==> src/rtl/second_counter.sv <==
// Seconds stage of the watch chain: 1 Hz prescaler, BCD seconds 00-59, minute tick on rollover.
// Latency: first sec1 increment CLK_HZ cycles after RUN entry; min_tick registered, aligned with digits 00.
// Backpressure: none; run=0 freezes prescaler and digits, clr zeroes everything and returns to IDLE.
// Optional feature: define SEC_BLINK_EN to add the registered colon/second indicator output blink.
module second_counter #(
  parameter int CLK_HZ = 50000000,
  parameter int PRE_W  = 26
) (
  input  logic       clk,
  input  logic       rst,
  input  logic       run,
  input  logic       clr,
  output logic [3:0] sec_10,
  output logic [3:0] sec1,
  output logic       min_tick,
  output logic       running
`ifdef SEC_BLINK_EN
  ,
  output logic       blink
`endif
);

  typedef enum logic [1:0] {
    IDLE  = 2'd0,
    RUN   = 2'd1,
    PAUSE = 2'd2
  } state_t;

  localparam logic [PRE_W-1:0] PRE_TC = PRE_W'(CLK_HZ - 1);

  state_t           state;
  logic [PRE_W-1:0] prescaler;
  logic [PRE_W-1:0] pre_nxt;
  logic             sec_pulse;

  // Prescaler terminal count marks the one edge per second where digits advance.
  assign sec_pulse = (prescaler == PRE_TC);
  assign pre_nxt   = sec_pulse ? '0 : prescaler + 1'b1;

  // Control FSM plus prescaler and BCD digits; counting only on edges where state is RUN.
  always_ff @(posedge clk or negedge rst) begin
    if (!rst) begin
      state     <= IDLE;
      prescaler <= '0;
      sec_10    <= 4'd0;
      sec1      <= 4'd0;
      min_tick  <= 1'b0;
      running   <= 1'b0;
    end else if (clr) begin
      // Clear wins over a same-cycle rollover, so no minute tick escapes.
      state     <= IDLE;
      prescaler <= '0;
      sec_10    <= 4'd0;
      sec1      <= 4'd0;
      min_tick  <= 1'b0;
      running   <= 1'b0;
    end else begin
      min_tick <= 1'b0;
      case (state)
        IDLE: begin
          if (run) begin
            state   <= RUN;
            running <= 1'b1;
          end
        end
        RUN: begin
          // The edge on which run falls still counts; freezing starts next cycle.
          prescaler <= pre_nxt;
          if (sec_pulse) begin
            if (sec1 > 4'd9 || sec_10 > 4'd5) begin
              // Corrupted digits recover to 00 silently.
              sec1   <= 4'd0;
              sec_10 <= 4'd0;
            end else if (sec1 != 4'd9) begin
              sec1 <= sec1 + 4'd1;
            end else if (sec_10 != 4'd5) begin
              sec1   <= 4'd0;
              sec_10 <= sec_10 + 4'd1;
            end else begin
              sec1     <= 4'd0;
              sec_10   <= 4'd0;
              min_tick <= 1'b1;
            end
          end
          if (!run) begin
            state   <= PAUSE;
            running <= 1'b0;
          end
        end
        PAUSE: begin
          if (run) begin
            state   <= RUN;
            running <= 1'b1;
          end
        end
        default: begin
          state     <= IDLE;
          prescaler <= '0;
          sec_10    <= 4'd0;
          sec1      <= 4'd0;
          running   <= 1'b0;
        end
      endcase
    end
  end

`ifdef SEC_BLINK_EN
  localparam logic [PRE_W-1:0] PRE_HALF = PRE_W'(CLK_HZ / 2);

  // Indicator tracks the first half of each second; frozen in PAUSE because the prescaler is.
  always_ff @(posedge clk or negedge rst) begin
    if (!rst) begin
      blink <= 1'b0;
    end else if (clr) begin
      blink <= 1'b0;
    end else begin
      case (state)
        // IDLE always holds prescaler at 0, which is in the first half.
        IDLE:    blink <= run;
        RUN:     blink <= (pre_nxt < PRE_HALF);
        default: blink <= blink;
      endcase
    end
  end
`endif

endmodule

==> config.mk <==
export PLATFORM = sky130hd
export DESIGN_NAME = second_counter
export DESIGN_NICKNAME = d
export VERILOG_FILES = /design/src/rtl/second_counter.sv
export SDC_FILE = /design/constraint.sdc
export NUM_CORES = 1
export LEC_CHECK = 0
export CAP_MARGIN = 20
export CORE_AREA = 2 2 79 81
export CTS_BUF_LIST = sky130_fd_sc_hd__clkbuf_4 sky130_fd_sc_hd__clkbuf_8
export DETAILED_ROUTE_END_ITERATION = 8
export DIE_AREA = 0 0 81 83
export SETUP_SLACK_MARGIN = 0.15
export SLEW_MARGIN = 20
export SYNTH_ARGS = -nofsm -noshare
export SYNTH_HDL_FRONTEND = slang
export SYNTH_SLANG_ARGS = --single-unit
==> constraint.sdc <==
create_clock -name clk -period 2.2 [get_ports clk]
set_clock_uncertainty 0.05 [all_clocks]
set_input_delay 0.22 -clock clk [delete_from_list [all_inputs] [get_ports clk]]
set_output_delay 0.22 -clock clk [all_outputs]
set_load 0.02 [all_outputs]
# == After elaboration in Yosys (flattened, before gate mapping) ==
# Index checks and enable logic that the tools add are counted.
# W data, S select, Z words.
# classes
n_addsub,3
muxes,28
order_cmp,2
reduce_logical,6
n_eq_ne,10
# op_table
operator,count
$mux W26,2
$pmux W26 S2,1
$mux W4,9
$add A26 B1 Y26 const B,1
$eq A26 B26 Y1 const B,1
$pmux W4 S2,2
$mux W1,9
$add A4 B1 Y4 const B,2
$ne A4 B4 Y1 const B,2
$mux W2,3
$ne A3 B3 Y1 const B,2
$gt A4 B3 Y1 const B,1
$gt A4 B4 Y1 const B,1
$ne A4 B3 Y1 const B,1
$pmux W2 S2,1
$reduce_and A2 Y1,2
$ne A3 B1 Y1 const B,1
$reduce_and A3 Y1,1
$eq A2 B1 Y1 const B,1
$eq A2 B2 Y1 const B,1
$logic_not A2 Y1,1
$ne A2 B1 Y1 const B,1
$pmux W1 S2,1
$reduce_or A2 Y1,1
$logic_or A1 B1 Y1,1
# totals
register_bits,38
output_inout_bits,10

# == Longest topological paths before layout ==
# depth
word_depth,7
ltp_mapped,7
depth_no_buf,6

# == Least setup slack after synthesis ==
# Ideal clock, no wire load.
# synth_timing
path_kind,register to register
startpoint,register prescaler[0]
endpoint,register sec1[2]
n_path_buf,1
required_ns,2.016
t_arrival_ns,1.830
period_less_slack_ns,2.014
stages_incl_launch_ff,8
setup_time_ns,0.134
path_slack_ns,0.186
path_cell_list,dfrtp_1 ha_1 nand3_2 or4_1 o21a_2 buf_6 o31ai_2 o41ai_1
# synth_via
elab_chain_cells,3
# synth_lines
element,line_no,rtl
start: declaration,32,logic [PRE_W-1:0] prescaler;
start signal: assignment,68,prescaler <= pre_nxt;
$eq A26 B26 Y1,37,assign sec_pulse = (prescaler == PRE_TC);
$ne A3 B3 Y1 (no line),--,
$reduce_and A2 Y1 (no line),--,
end signal: assignment,75,sec1 <= sec1 + 4'd1;
end: declaration,14,"output logic [3:0] sec1,"
# Every way passes these cells.
# A chain may end at the register's enable or synchronous reset.

# == Final worst setup path ==
# layout_timing
startpoint,register prescaler[24]
endpoint,register sec1[2]
# The elaborated chain is that of the path after synthesis.

==> metrics.yaml <==
synthesis:
  async_reset_ff_share_pct: 100
  synth_top_family_by_area: "simple AND/OR/NAND/NOR gates"
  netlist_instances: 225
  yosys_warnings: 0
  yosysSeqAreaShare_pct: 46.1
  ys_ff_latch: 37
  yosysTopAreaCell: "dfrtp_1"
  ys_types: 44
  synth_nets: 230
  syn_area_per_cell_sq_um: 8.93
  synth-adder-area-share_pct: 0.623
  synth.area.top_cells: "dfrtp_1 (46%), xor2_1 (6.1%), nor2_1 (5.6%)"
  netlist_area_sq_mm: 0.00201
  synth_compound_area_share_pct: 11.0
  synth_mux_area_share_pct: 0.498
  synth-xor-area-share_pct: 8.28
  synth_edf_count: 0
  synth_top_area_share_pct: 46.1
  synth-simple-area-share_pct: 29.7
  ys.flop_type: "dfrtp_1"
run_status:
  violations: "hold timing"
  status: "finished with violations"
worst_hold_path:
  hp-class: "input pin to async pin"
power_and_ir_drop:
  ir_worst_vdd_v: 0.000190
  finalPower_w: 0.00133
  combinationalPowerShare_pct: 9.9
  p_seq_share_pct: 53.3
  p_per_area_mw_per_mm2: 532
  power_switching_w: 0.000321
  p_leak_nw: 1.05
  switching_share_pct: 24.2
  internal_power_w: 0.00101
  clkPwrFrac_pct: 36.8
floorplanning:
  rows: 28
  fp.dieH_microns: 83
  die_area_sq_mm: 0.00672
  io-pin-count: 14
  die_w_microns: 81
  coreArea_sq_mm: 0.00582
  initial_core_util_pct: 34.6
detailed_routing:
  drtPass1Iterations: 5
  vias_per_cell: 5.20
  met1Wirelength_mm: 2.20
  ant_nets: 0
  avgRoutedWirePerCell_microns: 13.8
  route.met2.wl_mm: 2.24
  drt-initial-drc-count: 58
  drc: 0
  drt-total-wl_mm: 4.57
  highest_layer: "met4"
  vias: 1727
  route.met3.wl_microns: 108
placement:
  place_congestion: 0.803
  hpwl_mm: 3.10
  place_area_sq_mm: 0.00231
  dpl_worst_slack_ps: 64.4
  port_buffers: 13
clocking:
  cts_hold_buf: 0
  htree_levels: 2
  tritoncts: "yes"
  insertion_delay_ps: 290
  cts_buffer_depth: 2
  cts-root-buf: "clkbuf_8"
  path_clk_slew_ps: 70
  cts_buffers: 5
  cts_sinks: 37
sta:
  rsz0062_at_grt: "yes"
  slew_headroom_pct: 45.3
  setup_viol: 0
  totalNegativeSetupSlack_ps: 0
  fin_crit_sh_pct: 94.7
  finalHoldViolations: 37
  fmax_ghz: 0.480
  worst_slack_ps: 117
  hold-worst-slack_ps: -27.9
  slew_violations: 0
  tightest_slew_ps: 821
  min_period_ps: 2080
grt:
  grt_pass1_wl_mm: 7.76
  antenna_found_initial: 0
  grt_remaining_overflow: 0
  grt.total_usage_pct: 14.5
  grt_pass1_vias: 1702
  grt_max_degree: 38
cells_and_area:
  area_growth_pct: 24.2
  num_antenna_cells: 0
  drive_gt1_share_pct: 15.6
  layout_commonest_cell: "dfrtp_1"
  final_cell_mix: "dfrtp_1 (37), nor2_1 (29), buf_4 (19), nand2_1 (18), o21ai_0 (16)"
  final_nets: 262
  fillers: 609
  finalInstanceArea_sq_mm: 0.00250
  multi_input_area_sq_mm: 0.00106
  seq_area_sq_um: 926
setup_path:
  crit_fanout: 14
  worst_setup_path_end_kind: "flip-flop"
  cp-start-kind: "flip-flop"
  worstPathRequired_ps: 2320
  crit_type: "flip-flop to flip-flop"
  crit_arrival_ps: 2200
  r2r_slack_ps: 120
job:
  maxCapViolCount: 0
## stage by stage
| stage | utilization (%) | cells | hold slack (ps) |
|---|---|---|---|
| 2_1_floorplan | - | 225 | -126 |
| 3_5_place_dp | 39.7 | 321 | 325 |
| 6_report | 42.9 | 332 | -27.9 |
| 5_1_grt | 42.9 | 332 | 56.8 |
| 4_1_cts | 41.8 | 329 | 10.3 |
| 3_3_place_gp | 39.7 | 321 | 315 |
## worst max-delay path: stages, from the launching register on
cell and delay [ps]:
dfrtp_1 390, nand3b_1 200, or4_1 540, o21a_2 270
buf_12 160, o31ai_4 250, o41ai_2 110
## power groups by stage
stage	clock network, W	registers (W)	logic [W]
2_1_floorplan	0	0.000718	0.0000575
3_3_place_gp	0	0.000718	0.000108
3_5_place_dp	0	0.000718	0.000109
4_1_cts	0.000509	0.000707	0.000120
5_1_grt	0.000537	0.000709	0.000146
6_report	0.000489	0.000707	0.000131
## cells by family after synthesis
logic type,Yosys count
compound gates,36
xor+xnor,19
fa+ha+maj,1
buf+inv,17
flops,37
mux,1
simple gates,114
## path summary, 6_finish.rpt
check | from | to | cells after the start
setup / recovery | prescaler[24] | sec1[2] | 6
hold / removal | rst | sec1[1] | 1
setup reg to reg | prescaler[24] | sec1[2] | 6
min in group clk | run | state[0] | 3
hold reg to reg | prescaler[15] | prescaler[15] | 2
max in group asynchronous | rst | prescaler[11] | 1
## flip-flops by register name (all words and copies together), names as in the netlist
register   flops
state          2
sec1           4
min_tick       1
prescaler     26
sec_10         4
## cells in the mapped netlist, types with 2 or more instances
| library cell | n |
|---|---|
| nand3_1 | 14 |
| buf_2 | 2 |
| and2_1 | 4 |
| nand3b_1 | 3 |
| a21oi_1 | 5 |
| dfrtp_1 | 37 |
| nand2b_1 | 3 |
| nand2_1 | 18 |
| and3_1 | 9 |
| inv_1 | 8 |
| nor3_1 | 6 |
| nor4_1 | 3 |
| clkbuf_1 | 5 |
| nor2_1 | 30 |
| o31ai_1 | 2 |
| nand4b_1 | 2 |
| nor2b_1 | 3 |
| o22ai_1 | 2 |
| o21ai_0 | 18 |
| nand4_1 | 10 |
| xnor2_1 | 5 |
| xor2_1 | 14 |
## routing by layer
layer / GRT usage (%) / vias to the layer above
met4: 5.08 / 0
met1: 19.3 / 839
met2: 23.2 / 31
li1: - / 855
met3: 2.93 / 2
met5: 0 / -
## repair_timing
action                                 4_1_cts  5_1_grt
endpoints found under the hold margin        0        0
setup endpoints to repair                   24       29
buffers inserted                             1        2
gates cloned                                 0        1
pin swaps                                    1        4
gates resized for setup                      6       11
## layout make-up
class / count / share of cell area [%]
clock buffers: 7 / 3.61
flip-flops and latches: 37 / 37.1
multi-input cells: 171 / 42.4
well taps: 75 / 3.76
repair buffers: 34 / 12.0
inverters: 8 / 1.20
Power figures use the tool's default switching activity.
